File: src/rtl/ir_pkg.sv
// ir_pkg: shared state encoding and frame timing constants for the IR transmit scheduler.
package ir_pkg;
  typedef enum logic [2:0] {
    IDLE,
    LEAD_MARK,
    LEAD_SPACE,
    BIT_MARK,
    BIT_SPACE,
    STOP_MARK,
    GAP
  } ir_state_t;
  localparam int LEAD_MARK_UNITS  = 8;
  localparam int LEAD_SPACE_UNITS = 8;
  localparam int ONE_SPACE_UNITS  = 3;
  localparam int ZERO_SPACE_UNITS = 1;
  localparam int BIT_MARK_UNITS   = 1;
  localparam int STOP_UNITS       = 1;
  localparam int FRAME_BITS       = 32;
endpackage

File: src/rtl/ir_rr_arbiter.sv
// ir_rr_arbiter: combinational round-robin pick of the first set request after the last grant.
module ir_rr_arbiter #(
  parameter int NUM_REQ = 4,
  localparam int W = $clog2(NUM_REQ)
) (
  input  logic [NUM_REQ-1:0] req,
  input  logic [W-1:0]       last,
  output logic               valid,
  output logic [W-1:0]       idx
);
  logic [W-1:0] j;
  // Scan from farthest to nearest so the nearest set request after last wins.
  always_comb begin
    valid = 1'b0;
    idx   = last;
    j     = last;
    for (int k = NUM_REQ; k >= 1; k--) begin
      j = W'((int'(last) + k) % NUM_REQ);
      if (req[j]) begin
        valid = 1'b1;
        idx   = j;
      end
    end
  end
endmodule

File: src/rtl/ir_tx_scheduler.sv
// ir_tx_scheduler: round-robin sharing of one IR LED among command sources, sending
// each granted word as a pulse-distance frame on a 38 kHz carrier.
module ir_tx_scheduler
  import ir_pkg::*;
#(
  parameter int NUM_REQ     = 4,
  parameter int UNIT_CYCLES = 28125,
  parameter int CARRIER_DIV = 1316,
  parameter int GAP_UNITS   = 80,
  localparam int W = $clog2(NUM_REQ)
) (
  input  logic                    clk,
  input  logic                    reset,
  input  logic [NUM_REQ-1:0]      cmd_valid,
  input  logic [NUM_REQ*32-1:0]   cmd_data,
  output logic                    ir_out,
  output logic                    ir_env,
  output logic                    busy,
  output logic [W-1:0]            grant_id,
  output logic                    frame_done,
  output logic [NUM_REQ-1:0]      drop
);
  localparam int UW = $clog2(UNIT_CYCLES + 1);
  localparam int MAXU = GAP_UNITS > LEAD_MARK_UNITS ? GAP_UNITS : LEAD_MARK_UNITS;
  localparam int RW = $clog2(MAXU + 1);
  localparam int CW = $clog2(CARRIER_DIV + 1);
  localparam int BW = $clog2(FRAME_BITS);

  ir_state_t            state;
  logic [31:0]          slot [NUM_REQ];
  logic [NUM_REQ-1:0]   full;
  logic [NUM_REQ-1:0]   clr;
  logic [W-1:0]         last;
  logic [W-1:0]         gi;
  logic                 gv;
  logic                 take;
  logic [31:0]          sh;
  logic [BW-1:0]        bidx;
  logic [UW-1:0]        ucnt;
  logic [RW-1:0]        rem;
  logic [CW-1:0]        ccnt;
  logic                 unit_end;
  logic                 state_end;

  ir_rr_arbiter #(.NUM_REQ(NUM_REQ)) u_arb (
    .req   (full),
    .last  (last),
    .valid (gv),
    .idx   (gi)
  );

  assign take       = state == IDLE && gv;
  assign clr        = take ? {{(NUM_REQ-1){1'b0}}, 1'b1} << gi : '0;
  assign unit_end   = ucnt == UW'(UNIT_CYCLES - 1);
  assign state_end  = unit_end && rem == '0;
  assign frame_done = state == GAP && state_end;
  assign ir_out     = ir_env && ccnt < CW'(CARRIER_DIV / 2);

  always_ff @(posedge clk)
    for (int i = 0; i < NUM_REQ; i++)
      if (cmd_valid[i] && !full[i]) slot[i] <= cmd_data[i*32 +: 32];

  // A strobe on the grant edge still sees the slot full, so it is dropped.
  always_ff @(posedge clk or negedge reset)
    if (!reset) begin
      full <= '0;
      drop <= '0;
    end else begin
      full <= (full & ~clr) | (cmd_valid & ~full);
      drop <= cmd_valid & full;
    end

  always_ff @(posedge clk or negedge reset)
    if (!reset) begin
      state    <= IDLE;
      last     <= W'(NUM_REQ - 1);
      grant_id <= '0;
      busy     <= 1'b0;
      ir_env   <= 1'b0;
      sh       <= '0;
      bidx     <= '0;
      ucnt     <= '0;
      rem      <= '0;
      ccnt     <= '0;
    end else begin
      ucnt <= unit_end ? '0 : ucnt + 1'b1;
      rem  <= unit_end ? rem - 1'b1 : rem;
      ccnt <= ccnt == CW'(CARRIER_DIV - 1) ? '0 : ccnt + 1'b1;
      case (state)
        IDLE: begin
          ucnt <= '0;
          if (take) begin
            state    <= LEAD_MARK;
            sh       <= slot[gi];
            grant_id <= gi;
            last     <= gi;
            busy     <= 1'b1;
            ir_env   <= 1'b1;
            rem      <= RW'(LEAD_MARK_UNITS - 1);
            ccnt     <= '0;
          end
        end
        LEAD_MARK: if (state_end) begin
          state  <= LEAD_SPACE;
          ir_env <= 1'b0;
          rem    <= RW'(LEAD_SPACE_UNITS - 1);
        end
        LEAD_SPACE: if (state_end) begin
          state  <= BIT_MARK;
          bidx   <= BW'(FRAME_BITS - 1);
          ir_env <= 1'b1;
          rem    <= RW'(BIT_MARK_UNITS - 1);
          ccnt   <= '0;
        end
        BIT_MARK: if (state_end) begin
          state  <= BIT_SPACE;
          ir_env <= 1'b0;
          rem    <= sh[31] ? RW'(ONE_SPACE_UNITS - 1) : RW'(ZERO_SPACE_UNITS - 1);
        end
        BIT_SPACE: if (state_end) begin
          state  <= bidx != '0 ? BIT_MARK : STOP_MARK;
          bidx   <= bidx != '0 ? bidx - 1'b1 : bidx;
          sh     <= {sh[30:0], 1'b0};
          ir_env <= 1'b1;
          rem    <= bidx != '0 ? RW'(BIT_MARK_UNITS - 1) : RW'(STOP_UNITS - 1);
          ccnt   <= '0;
        end
        STOP_MARK: if (state_end) begin
          state  <= GAP;
          ir_env <= 1'b0;
          rem    <= RW'(GAP_UNITS - 1);
        end
        GAP: if (state_end) begin
          state <= IDLE;
          busy  <= 1'b0;
        end
        default: state <= IDLE;
      endcase
    end
endmodule
File: config.mk
export PLATFORM = sky130hd
export DESIGN_NAME = ir_tx_scheduler
export DESIGN_NICKNAME = d
export VERILOG_FILES = /design/src/rtl/ir_pkg.sv /design/src/rtl/ir_rr_arbiter.sv /design/src/rtl/ir_tx_scheduler.sv
export SDC_FILE = /design/constraint.sdc
export NUM_CORES = 1
export LEC_CHECK = 0
export CORE_ASPECT_RATIO = 0.7
export CORE_UTILIZATION = 58
export CTS_CLUSTER_DIAMETER = 150
export DETAILED_ROUTE_END_ITERATION = 7
export PLACE_DENSITY = 0.85
export SYNTH_ARGS = -nofsm -noshare
export SYNTH_HDL_FRONTEND = slang
export SYNTH_SLANG_ARGS = --single-unit
File: constraint.sdc
create_clock -name clk -period 4.7 [get_ports clk]
set_input_delay 0.94 -clock clk [delete_from_list [all_inputs] [get_ports clk]]
set_output_delay 0.94 -clock clk [all_outputs]
set_load 0.05 [all_outputs]
==> impl_table.tex, run 1 <==
\begin{tabular}{lr}
\hline
Metric & Value \\
\hline
\multicolumn{2}{l}{\textbf{Logic synthesis}} \\
\quad Mean Syn Cell Area & 13.5 sq um \\
\quad Post-synthesis instance total & 694 \\
\quad Post-Synthesis Net Count & 834 \\
\quad Number of synthesized flops with an enable pin & 128 \\
\quad Unique masters post-synth & 59 \\
\quad Flops \& latches, synth & 215 \\
\quad YS warnings & 0 \\
\quad Share of the yosys chip area belonging to registers & 0.641 \\
\quad Mapped Area & 9390 sq um \\
\quad Post-synth top flop & edfxtp\_1 \\
\quad Fraction of registers with async set or reset after synthesis & 0.405 \\
\multicolumn{2}{l}{\textbf{Clock tree}} \\
\quad Maximum count of clock buffers along a single path & 3 \\
\quad Clock Latency Late Sink & 0.49 ns \\
\quad Total clock sinks & 215 \\
\quad Post-CTS sizing & 0 \\
\quad Library cell used as clock root buffer & clkbuf\_16 \\
\quad CTS H-tree lvls & 1 \\
\quad Post-CTS clock slew at the launch and capture registers of the worst setup and hold paths & 0.06 ns \\
\quad CTS Hold Buffers Added & 0 \\
\quad TritonCTS clock tree & built \\
\quad Total clock buffers created by CTS & 21 \\
\quad Setup bufs post-CTS & 0 \\
\multicolumn{2}{l}{\textbf{Worst setup path}} \\
\quad Worst path arrival time & 3.11 ns \\
\quad Worst Setup SP & rem[2]\$\_DFF\_PN0\_ \\
\quad Maximum fanout encountered on the critical timing path & 7 \\
\quad Setup crit end kind & output port \\
\quad Worst flop-to-flop path startpoint & last[0]\$\_DFFE\_PN1P\_ \\
\quad Critical Setup Path Class & reg2out \\
\quad Depth of the most critical reg-to-reg path & 7 \\
\quad Required time worst endpoint & 3.76 ns \\
\quad Crit start category & flop \\
\quad Worst setup slack for register-to-register paths & 1.87 ns \\
\quad Worst setup path end & frame\_done \\
\quad R2r endpoint & sh[6]\$\_DFFE\_PN0P\_ \\
\multicolumn{2}{l}{\textbf{STA}} \\
\quad Pins Over Slew Limit & 0 \\
\quad Setup repair after global routing missed its margin & false \\
\quad Headroom to the max-slew limit & 0.222 \\
\quad Post-Route Skew & 0.00886 ns \\
\quad Final Hold Violating Endpoints & 0 \\
\quad Final hold slack & 0.494 ns \\
\quad Shortest clock period the worst path allows after layout & 4.05 ns \\
\quad Top achievable clock speed & 247 MHz \\
\quad Final clock period utilization by the worst path & 0.862 \\
\quad Final-report setup violation count & 0 \\
\quad Worst Max-Slew Pin Slew & 1.16 ns \\
\quad Setup Total Neg Slack & 0 ns \\
\multicolumn{2}{l}{\textbf{Floorplan}} \\
\quad Die area & 16,700 sq um \\
\quad Die span in y & 108 microns \\
\quad \# IOs & 144 \\
\quad Effective utilization at floorplan & 0.600 \\
\quad Std cell rows & 38 \\
\quad Core area & 15,600 sq um \\
\quad X dimension of the die & 154 microns \\
\multicolumn{2}{l}{\textbf{Drt}} \\
\quad Detailed Route Iter0 Violations & 409 \\
\quad Post-DR wirelength/cell & 19.7 microns \\
\quad Via Count & 6,108 \\
\quad Number of detailed-routing iterations run before antenna repair & 6 \\
\quad DRC violations left & 0 \\
\quad Total detailed-routing wirelength & 20,700 microns \\
\quad Number of antenna-violating nets in the routed design & 0 \\
\quad Via-per-instance ratio & 5.84 \\
\multicolumn{2}{l}{\textbf{Place}} \\
\quad Half-perimeter wire length of the detailed placement result & 13,600 microns \\
\quad GP Congestion & 0.850 \\
\quad I/O Buffers & 143 \\
\multicolumn{2}{l}{\textbf{Flow run}} \\
\quad Max-capacitance violation count & 0 \\
\multicolumn{2}{l}{\textbf{Cells and area}} \\
\quad Fraction of final layout cells sized beyond drive strength 1 & 0.106 \\
\quad Layout Utilization & 0.747 \\
\quad Area delta synth->final & 24.4\% \\
\quad Antenna cells & 0 \\
\quad Nets@finish & 972 \\
\multicolumn{2}{l}{\textbf{GRT}} \\
\quad Sum of overflow across all layers after global routing & 0 \\
\quad First-pass GRT wire length & 33,100 microns \\
\quad Vias in the first global route & 6,406 \\
\quad Maximum number of pins on one net before global-route repair & 88 \\
\quad Initial antenna violation count & 0 \\
\quad Total GRT Usage & 0.254 \\
\multicolumn{2}{l}{\textbf{Power}} \\
\quad IR Drop Worst-Case VDD & 0.000313 V \\
\quad Power per standard cell area & 498 nW/um\^{}2 \\
\quad Switching power of the nets & 1720 uW \\
\quad Internal power & 4100 uW \\
\quad Proportion of power drawn by the clock network & 0.282 \\
\quad Lkg Pwr & 0.00457 uW \\
\quad Relative contribution of combinational cells to total power & 0.292 \\
\quad Register share of total power & 0.426 \\
\quad Switching power as a share of total power & 0.296 \\
\multicolumn{2}{l}{\textbf{Status}} \\
\quad Result of the run & finished, final reports clean \\
\multicolumn{2}{l}{\textbf{Hold path}} \\
\quad Hold crit path type & reg2reg \\
\hline
\end{tabular}
## state kept, by name, indices dropped and copies added (netlist names)
signal,cells
bidx,5
busy,1
ccnt,11
drop,4
full,4
grant_id,2
ir_env,1
last,2
rem,7
sh,32
slot,128
state,3
ucnt,15
## cell type report
type | instances | area, sq um
well taps | 200 | 250
clock buffers | 29 | 576
repair buffers | 152 | 1510
inverters | 13 | 48.8
clock inverters | 8 | 91.3
multi-input cells | 429 | 3180
fillers | 967 | 3960
flip-flops and latches | 215 | 6020
## cells in the final DEF, fill, tap and decap left out, types with 4 or more instances in the layout
cell type	count
nand4_1	7
xor2_1	13
mux2_2	32
clkbuf_16	21
inv_1	13
nand3_1	13
xnor2_1	14
ha_1	6
dfrtp_1	85
mux2i_1	97
a21oi_1	22
clkbuf_1	6
buf_4	9
and2_1	5
and3_1	36
clkdlybuf4s50_1	142
nor3_1	11
nor2b_4	4
edfxtp_1	128
nor2_1	55
o21ai_1	19
o21ai_0	23
nand2_1	18
## logic make-up after synthesis
family                     count (synthesis)  synth area share
AOI/OAI and AO/OA                         90            0.0573
xor gates and xnor gates                  27            0.0252
adders and majority gates                  6           0.00799
buffers and inverters                     50            0.0261
DFF                                      215             0.641
muxes                                    129             0.142
and+or+nand+nor                          177             0.100
## stage by stage
step | total power [uW] | area [sq um] | cells | setup slack (ns)
floorplan | 3670 | 9390 | 694 | 1.31
global placement | 4110 | 11000 | 1009 | 1.30
detailed placement | 4190 | 11000 | 1009 | 1.21
CTS | 5850 | 11700 | 1046 | 0.679
global route | 6060 | 11700 | 1046 | 0.606
finish | 5820 | 11700 | 1046 | 0.651
## worst min-delay path by stage
| stage | startpoint | to | slack, ns | cells past startpoint |
|---|---|---|---|---|
| 3_5_place_dp | grant_id[1]$_DFFE_PN0P_ | grant_id[1]$_DFFE_PN0P_ | 0.48 | 2 |
| 6_report | grant_id[1]$_DFFE_PN0P_ | grant_id[1]$_DFFE_PN0P_ | 0.49 | 2 |
| 5_1_grt | grant_id[1]$_DFFE_PN0P_ | grant_id[1]$_DFFE_PN0P_ | 0.53 | 2 |
| 2_1_floorplan | ccnt[0]$_DFF_PN0_ | ccnt[0]$_DFF_PN0_ | 0.45 | 1 |
| 4_1_cts | grant_id[1]$_DFFE_PN0P_ | grant_id[1]$_DFFE_PN0P_ | 0.50 | 2 |
| 3_3_place_gp | grant_id[1]$_DFFE_PN0P_ | grant_id[1]$_DFFE_PN0P_ | 0.47 | 2 |
## metal layers
layer  vias to the layer above  part of all wire  global-route usage
met4                         0             0.013              0.0493
met5                         -                 0                   0
met3                        24             0.069              0.0549
met1                      3031              0.44               0.350
met2                       230              0.48               0.423
li1                       2823                 -                   -
## power by group through the flow
stage	combinational (uW)	sequential, uW	clock [uW]
floorplan	1180	2490	0
global placement	1640	2470	0
detailed placement	1690	2500	0
CTS	1710	2470	1670
global route	1830	2500	1740
finish	1700	2480	1640
## critical path, stage by stage, from the launching register on
cell and delay (ns):
dfrtp_1 0.43, or4_4 0.59, nor2_8 0.15, nand3_2 0.12
nor3b_1 0.43, clkdlybuf4s50_1 0.89
## synthesized netlist by cell type, types with 3 or more instances
| cell | count | area (sq um) |
|---|---|---|
| ha_1 | 6 | 75.1 |
| buf_4 | 3 | 22.5 |
| nor2b_1 | 7 | 43.8 |
| and3_1 | 36 | 225 |
| inv_1 | 13 | 48.8 |
| buf_6 | 4 | 45.0 |
| nand4_1 | 7 | 43.8 |
| nand2b_1 | 3 | 18.8 |
| mux2_2 | 32 | 360 |
| o21ai_0 | 23 | 115 |
| xor2_1 | 13 | 114 |
| a31oi_1 | 3 | 18.8 |
| mux2i_1 | 97 | 971 |
| nor3_1 | 11 | 55.1 |
| and2_1 | 5 | 31.3 |
| dfrtp_1 | 85 | 2130 |
| o21ai_1 | 19 | 95.1 |
| a21oi_1 | 22 | 110 |
| clkbuf_1 | 17 | 63.8 |
| nand3_1 | 13 | 65.1 |
| edfxtp_1 | 128 | 3840 |
| or3_1 | 3 | 18.8 |
| and4_1 | 3 | 26.3 |
| xnor2_1 | 14 | 123 |
| nor2_1 | 56 | 210 |
| nand2_1 | 18 | 67.6 |
| buf_2 | 13 | 65.1 |
Note: power is estimated with default switching activity, not from simulation.
==> run 2, diff against run 1 <==
CAP_MARGIN = 10   (was default)
==> results of run 2 <==
Final layout, timing and power as in run 1 (identical DEF).
